**config.mk**
```make
export PLATFORM = sky130hd
export DESIGN_NAME = xgmii_tx_scrambler
export DESIGN_NICKNAME = d
export VERILOG_FILES = /design/src/rtl/xgmii_tx_scrambler.sv
export SDC_FILE = /design/constraint.sdc
export NUM_CORES = 1
export LEC_CHECK = 0
export CAP_MARGIN = 5
export CORE_UTILIZATION = 45
export CTS_CLUSTER_DIAMETER = 200
export CTS_CLUSTER_SIZE = 10
export DETAILED_ROUTE_END_ITERATION = 16
export GPL_ROUTABILITY_DRIVEN = 1
export PLACE_DENSITY_LB_ADDON = 0.2
export SYNTH_ARGS = -nofsm -noshare
export SYNTH_HDL_FRONTEND = slang
export SYNTH_HIERARCHICAL = 1
export SYNTH_SLANG_ARGS = --single-unit
export TNS_END_PERCENT = 5
```
**constraint.sdc**
```tcl
create_clock -name i_clk -period 8.8 [get_ports i_clk]
set_input_delay 2.2 -clock i_clk [delete_from_list [all_inputs] [get_ports i_clk]]
set_output_delay 2.2 -clock i_clk [all_outputs]
set_load 0.02 [all_outputs]
```
**src/rtl/xgmii_tx_scrambler.sv**
```systemverilog
// xgmii_tx_scrambler: self-synchronous 64b/66b scrambler, x^58 + x^39 + 1, on 32-bit words.
// Two words form one 66b block; the 2-bit sync header is carried alongside, unscrambled.
// The datapath is an output register backed by a one-entry skid buffer, so the
// ready returned to the encoder can be a flop.
// Optional build macro SCRAMBLER_BYPASS_EN adds i_bypass, which forwards words
// unscrambled and freezes the scrambler state.

module xgmii_tx_scrambler_chk (
    input  logic i_clk,
    input  logic i_reset,
    input  logic out_valid,
    input  logic skid_valid
);

    // The skid entry may only ever be occupied behind a valid output register.
    a_skid_behind_out: assert property (@(posedge i_clk) disable iff (i_reset)
        !(skid_valid && !out_valid));

endmodule

module xgmii_tx_scrambler #(
    parameter int          DATA_WIDTH = 32,
    parameter int          HDR_WIDTH  = 2,
    parameter logic [57:0] SCR_INIT   = 58'h3FF_FFFF_FFFF_FFFF
) (
    input  logic                  i_clk,
    input  logic                  i_reset,
`ifdef SCRAMBLER_BYPASS_EN
    input  logic                  i_bypass,
`endif
    input  logic [DATA_WIDTH-1:0] i_encoded_data,
    input  logic [HDR_WIDTH-1:0]  i_sync_hdr,
    input  logic                  i_data_valid,
    output logic                  o_scrambler_trdy,
    output logic [DATA_WIDTH-1:0] o_scr_data,
    output logic [HDR_WIDTH-1:0]  o_scr_hdr,
    output logic                  o_scr_hdr_valid,
    output logic                  o_scr_valid,
    input  logic                  i_gearbox_trdy,
    output logic                  o_hdr_err
);

    // HIST: depth of the scrambled-bit history; TAP: position of the x^39 tap
    // inside the extended {word, history} vector (58 - 39).
    localparam int HIST   = 58;
    localparam int TAP    = 19;
    // Pipeline word layout: {hdr_valid, hdr, data}
    localparam int WORD_W = DATA_WIDTH + HDR_WIDTH + 1;

    // Advance the scrambler by one word. The history vector is extended by the
    // new word so that taps falling inside the current word (bit i >= 39) chain
    // naturally. Bit k of the returned state is the scrambled bit emitted
    // (58 - k) bits ago, so the new word sits in the top DATA_WIDTH bits.
    function automatic logic [HIST-1:0] scr_advance(
        input logic [DATA_WIDTH-1:0] x,
        input logic [HIST-1:0]       s
    );
        logic [HIST+DATA_WIDTH-1:0] ext;
        ext = {{DATA_WIDTH{1'b0}}, s};
        for (int i = 0; i < DATA_WIDTH; i++) begin
            ext[HIST + i] = x[i] ^ ext[TAP + i] ^ ext[i];
        end
        return ext[HIST+DATA_WIDTH-1:DATA_WIDTH];
    endfunction

    logic                  bypass_s;
    logic                  in_xfer_s;
    logic                  out_xfer_s;
    logic [HIST-1:0]       state_next_s;
    logic [DATA_WIDTH-1:0] word_data_s;
    logic [HDR_WIDTH-1:0]  word_hdr_s;
    logic                  word_err_s;
    logic [WORD_W-1:0]     word_s;

    logic                  out_load_in_s;
    logic                  out_load_skid_s;
    logic                  skid_load_s;
    logic                  out_valid_nxt_s;
    logic                  skid_valid_nxt_s;

    logic [HIST-1:0]       state_r;
    logic                  phase_r;
    logic [HDR_WIDTH-1:0]  hdr_latch_r;
    logic [WORD_W-1:0]     out_word_r;
    logic                  out_valid_r;
    logic [WORD_W-1:0]     skid_word_r;
    logic                  skid_valid_r;
    logic                  skid_err_r;
    logic                  err_pulse_r;
    logic                  trdy_r;

`ifdef SCRAMBLER_BYPASS_EN
    assign bypass_s = i_bypass;
`else
    assign bypass_s = 1'b0;
`endif

    assign in_xfer_s  = i_data_valid & trdy_r;
    assign out_xfer_s = out_valid_r & i_gearbox_trdy;

    // Scrambled word and its block tags as they would enter the pipeline this cycle
    always_comb begin
        state_next_s = scr_advance(i_encoded_data, state_r);
        if (bypass_s) begin
            word_data_s = i_encoded_data;
        end else begin
            word_data_s = state_next_s[HIST-1 -: DATA_WIDTH];
        end
        if (phase_r) begin
            word_hdr_s = hdr_latch_r;
            word_err_s = 1'b0;
        end else begin
            word_hdr_s = i_sync_hdr;
            word_err_s = (i_sync_hdr == {HDR_WIDTH{1'b0}}) ||
                         (i_sync_hdr == {HDR_WIDTH{1'b1}});
        end
        word_s = {~phase_r, word_hdr_s, word_data_s};
    end

    // Output register / skid buffer steering
    always_comb begin
        out_load_in_s    = 1'b0;
        out_load_skid_s  = 1'b0;
        skid_load_s      = 1'b0;
        out_valid_nxt_s  = out_valid_r;
        skid_valid_nxt_s = skid_valid_r;
        if (skid_valid_r) begin
            // Ready is low while the skid is full, so no input can arrive here.
            if (out_xfer_s) begin
                out_load_skid_s  = 1'b1;
                out_valid_nxt_s  = 1'b1;
                skid_valid_nxt_s = 1'b0;
            end else begin
                out_valid_nxt_s  = 1'b1;
            end
        end else if (!out_valid_r || out_xfer_s) begin
            // Output slot free (or freeing this cycle): reload with no bubble.
            if (in_xfer_s) begin
                out_load_in_s   = 1'b1;
                out_valid_nxt_s = 1'b1;
            end else begin
                out_valid_nxt_s = 1'b0;
            end
        end else begin
            // Output stalled: park an arriving word in the skid entry.
            if (in_xfer_s) begin
                skid_load_s      = 1'b1;
                skid_valid_nxt_s = 1'b1;
            end else begin
                skid_valid_nxt_s = 1'b0;
            end
        end
    end

    // Scrambler state, block phase and latched header advance on input transfers only
    always_ff @(posedge i_clk or posedge i_reset) begin
        if (i_reset) begin
            state_r     <= SCR_INIT;
            phase_r     <= 1'b0;
            hdr_latch_r <= {HDR_WIDTH{1'b0}};
        end else if (in_xfer_s) begin
            phase_r <= ~phase_r;
            if (!bypass_s) begin
                state_r <= state_next_s;
            end
            if (!phase_r) begin
                hdr_latch_r <= i_sync_hdr;
            end
        end
    end

    // Output register, skid entry, ready flop and header-error pulse
    always_ff @(posedge i_clk or posedge i_reset) begin
        if (i_reset) begin
            out_word_r   <= {WORD_W{1'b0}};
            out_valid_r  <= 1'b0;
            skid_word_r  <= {WORD_W{1'b0}};
            skid_valid_r <= 1'b0;
            skid_err_r   <= 1'b0;
            err_pulse_r  <= 1'b0;
            trdy_r       <= 1'b0;
        end else begin
            out_valid_r  <= out_valid_nxt_s;
            skid_valid_r <= skid_valid_nxt_s;
            trdy_r       <= ~skid_valid_nxt_s;
            // The error flag only lives for the first cycle a word is presented.
            err_pulse_r  <= (out_load_in_s & word_err_s) | (out_load_skid_s & skid_err_r);
            if (out_load_skid_s) begin
                out_word_r <= skid_word_r;
            end else if (out_load_in_s) begin
                out_word_r <= word_s;
            end
            if (skid_load_s) begin
                skid_word_r <= word_s;
                skid_err_r  <= word_err_s;
            end
        end
    end

    assign o_scr_data       = out_word_r[DATA_WIDTH-1:0];
    assign o_scr_hdr        = out_word_r[DATA_WIDTH +: HDR_WIDTH];
    assign o_scr_hdr_valid  = out_word_r[WORD_W-1];
    assign o_scr_valid      = out_valid_r;
    assign o_scrambler_trdy = trdy_r;
    assign o_hdr_err        = err_pulse_r;

    xgmii_tx_scrambler_chk u_chk (
        .i_clk      (i_clk),
        .i_reset    (i_reset),
        .out_valid  (out_valid_r),
        .skid_valid (skid_valid_r)
    );

endmodule

```
==> flow_summary.yaml <==
run_status:
  outcome: "finished, final reports clean"
global_routing:
  met1_usage_pct: 29.5
  antenna_found_initial: 0
  grt.busiest_layer: "met1"
  grtUsageMet2_pct: 29.3
  grt_use_met3_pct: 4.49
  overflow: 0
  grtUsageTotal_pct: 20.4
  grt_pass1_vias: 3908
  grt_pass1_wl_um: 21600
  grt_max_degree: 102
yosys:
  yosysMostFrequentCell: "dfrtp_1"
  syn_avg_cell_area_um2: 13.2
  syn_nets: 502
  ys_async_sr_fraction_pct: 100
  syn_area_mm2: 0.00611
  synthCells: 464
  synth_area_leaders: "dfrtp_1 (32%), dfstp_2 (25%), xnor3_1 (12%)"
  synth_warnings: 6
  synth_common_cells: "dfrtp_1 (78), o21ai_0 (65), dfstp_2 (58)"
  yosysUniqueCellTypes: 28
  synth_edf_count: 0
  synth_flop_cell: "dfrtp_1"
  synth_top_area_share_pct: 31.9
  yosys.area.top_type: "dfrtp_1"
  ys_seq_elements: 136
  ys_seq_area_share_pct: 56.8
clocking:
  clock_sink_count: 136
  cts_resized: 0
  insertion_delay_ns: 0.42
  cts_hold_buffers: 0
  clkSlewWorstSetupHoldPaths_ns: 0.05
  postCtsSetupRepairBufs: 0
  cts_buffers: 17
  cts_tree: "built"
  clk_root_buffer_cell: "clkbuf_16"
  clockBufferDepth: 2
  cts-htree-levels: 4
timing:
  setup_slack_ns: 4.88
  fin_crit_ns: 3.92
  tightest_slew_ns: 1.10
  final_max_slew_viol_count: 0
  final-hold-violation-count: 0
  grt_setup_unrepaired: "no"
  finalSetupTns_ns: 0
  setup_violations: 0
  max_slew_margin_pct: 26.7
  fmax_mhz: 255
  clock_skew_ns: 0.0135
  fin_crit_sh_pct: 44.6
routing:
  detail_route.vias_per_cell: 5.61
  antenna_left: 0
  drt_iter0_markers: 261
  routedWlPerCell_um: 18.8
  drc_errors: 0
  num_vias: 3996
  wl_um: 13400
  firstDrtPassIters: 5
setup_path:
  crit_family: "buffers and inverters"
  cpPeakStageDelay_ns: 0.74
  crit_buf_inv: 2
  startpoint_type: "primary input"
  r2r_setup_slack_ns: 6.65
  crit_arrival_ns: 4.27
  worstPathCellList: "clkdlybuf4s50_1 > nor2b_4 > a211o_1 > buf_4 > a221o_1"
  worstSetupPathType: "in -> reg"
  cp_max_fo: 35
  crit_slowest_cell: "nor2b_4"
  cp.required_ns: 9.15
  setup.worst_path.end_class: "flop"
layout:
  drive_above_1_share_pct: 23.9
  n_fill_cell: 1097
  final_area_mm2: 0.00750
  antenna_cells: 0
  finalNetCount: 561
  syn_to_final_growth_pct: 22.6
  layoutNonFillerInstCount: 712
power_and_ir_drop:
  powerDensity_mw_per_mm2: 423
  total_power_uw: 3170
  ir_worst_vdd_mv: 0.219
  leakage_uw: 0.00325
place:
  hpwl_um: 8530
  pre_cts_ws_ns: 4.48
  postPlaceCellArea_mm2: 0.00694
  gp_congestion: 0.730
  port_buffers: 75
  place_inst: 680
flow_run:
  maxCapViolations: 0
hold_path:
  hp-class: "reg -> reg"
floorplan:
  num_rows: 42
  core_area_mm2: 0.0132
  dieArea_mm2: 0.0141
  fp.dieW_um: 119
  num_io_pins: 76
  initial_core_util_pct: 46.2
  die_y_um: 119
[report_power, final]
| part | internal [uW] | leakage, uW | switching, uW |
|---|---|---|---|
| clock network | 412 | 0.000277 | 249 |
| registers | 1020 | 0.00159 | 218 |
| logic | 649 | 0.00139 | 623 |
| total | 2080 | 0.00325 | 1090 |
[worst min-delay path, stage by stage, from the launching register on]
cell	delay (ns)
dfstp_2	0.36
nand2_1	0.04
o21ai_0	0.07
[sequential cells by signal, indices dropped and copies added (netlist names)]
| name | cells |
|---|---|
| hdr_latch_r | 2 |
| skid_err_r | 1 |
| o_scr_valid | 1 |
| phase_r | 1 |
| o_hdr_err | 1 |
| out_word_r | 35 |
| state_r | 58 |
| skid_valid_r | 1 |
| o_scrambler_trdy | 1 |
| skid_word_r | 35 |
[path summary, 6_finish.rpt]
path,cells after the start,to,from
worst max-delay path,5,out_word_r[19],i_gearbox_trdy
worst min-delay path,2,state_r[53],state_r[53]
worst max register to register,4,out_word_r[19],o_scr_valid
worst min register to register,2,state_r[53],state_r[53]
max in group asynchronous,3,skid_word_r[8],i_reset
min in group asynchronous,2,out_word_r[14],i_reset
[cell type report]
| cell class | instances | area (um2) | share of cell area (%) |
|---|---|---|---|
| clock buffers | 29 | 541 | 7.21 |
| clock inverters | 3 | 15.0 | 0.200 |
| inverters | 3 | 13.8 | 0.184 |
| multi-input cells | 284 | 2430 | 32.5 |
| flip-flops and latches | 136 | 3480 | 46.4 |
| well taps | 176 | 220 | 2.94 |
| repair buffers | 81 | 796 | 10.6 |
[kinds of logic after synthesis]
| kind of cell | share of synthesized area, % |
|---|---|
| AO/OA/AOI/OAI | 15.7 |
| XOR/XNOR | 12.1 |
| buffers and inverters | 3.42 |
| flip-flops | 56.8 |
| multiplexers | 6.08 |
| AND/OR/NAND/NOR | 5.93 |
[layout by cell type (no fill, tap or decap), types with 3 or more instances in the layout]
cell              n
o31ai_1          33
a221o_1          34
clkbuf_8          7
o21ai_0          65
clkbuf_16        17
xnor3_1          32
nor3_1           32
nor2_1            4
dfstp_2          58
mux2_2           33
clkinv_2          3
nand2_1          35
clkdlybuf4s50_1  75
dfrtp_1          78
buf_4             6
clkbuf_1          5
[metrics by stage]
stage	utilization [%]	hold slack, ns
3_5_place_dp	52.4	0.471
3_3_place_gp	52.4	0.468
6_report	56.6	0.481
5_1_grt	56.6	0.492
2_1_floorplan	-	0.457
4_1_cts	56.6	0.481
[layer usage]
metal | routed length [um] | part of all wire [%]
met1 | 6390 | 48
met2 | 6150 | 46
met3 | 654 | 4.9
met4 | 211 | 1.6
met5 | 0 | 0
Power figures use the tool's default switching activity.
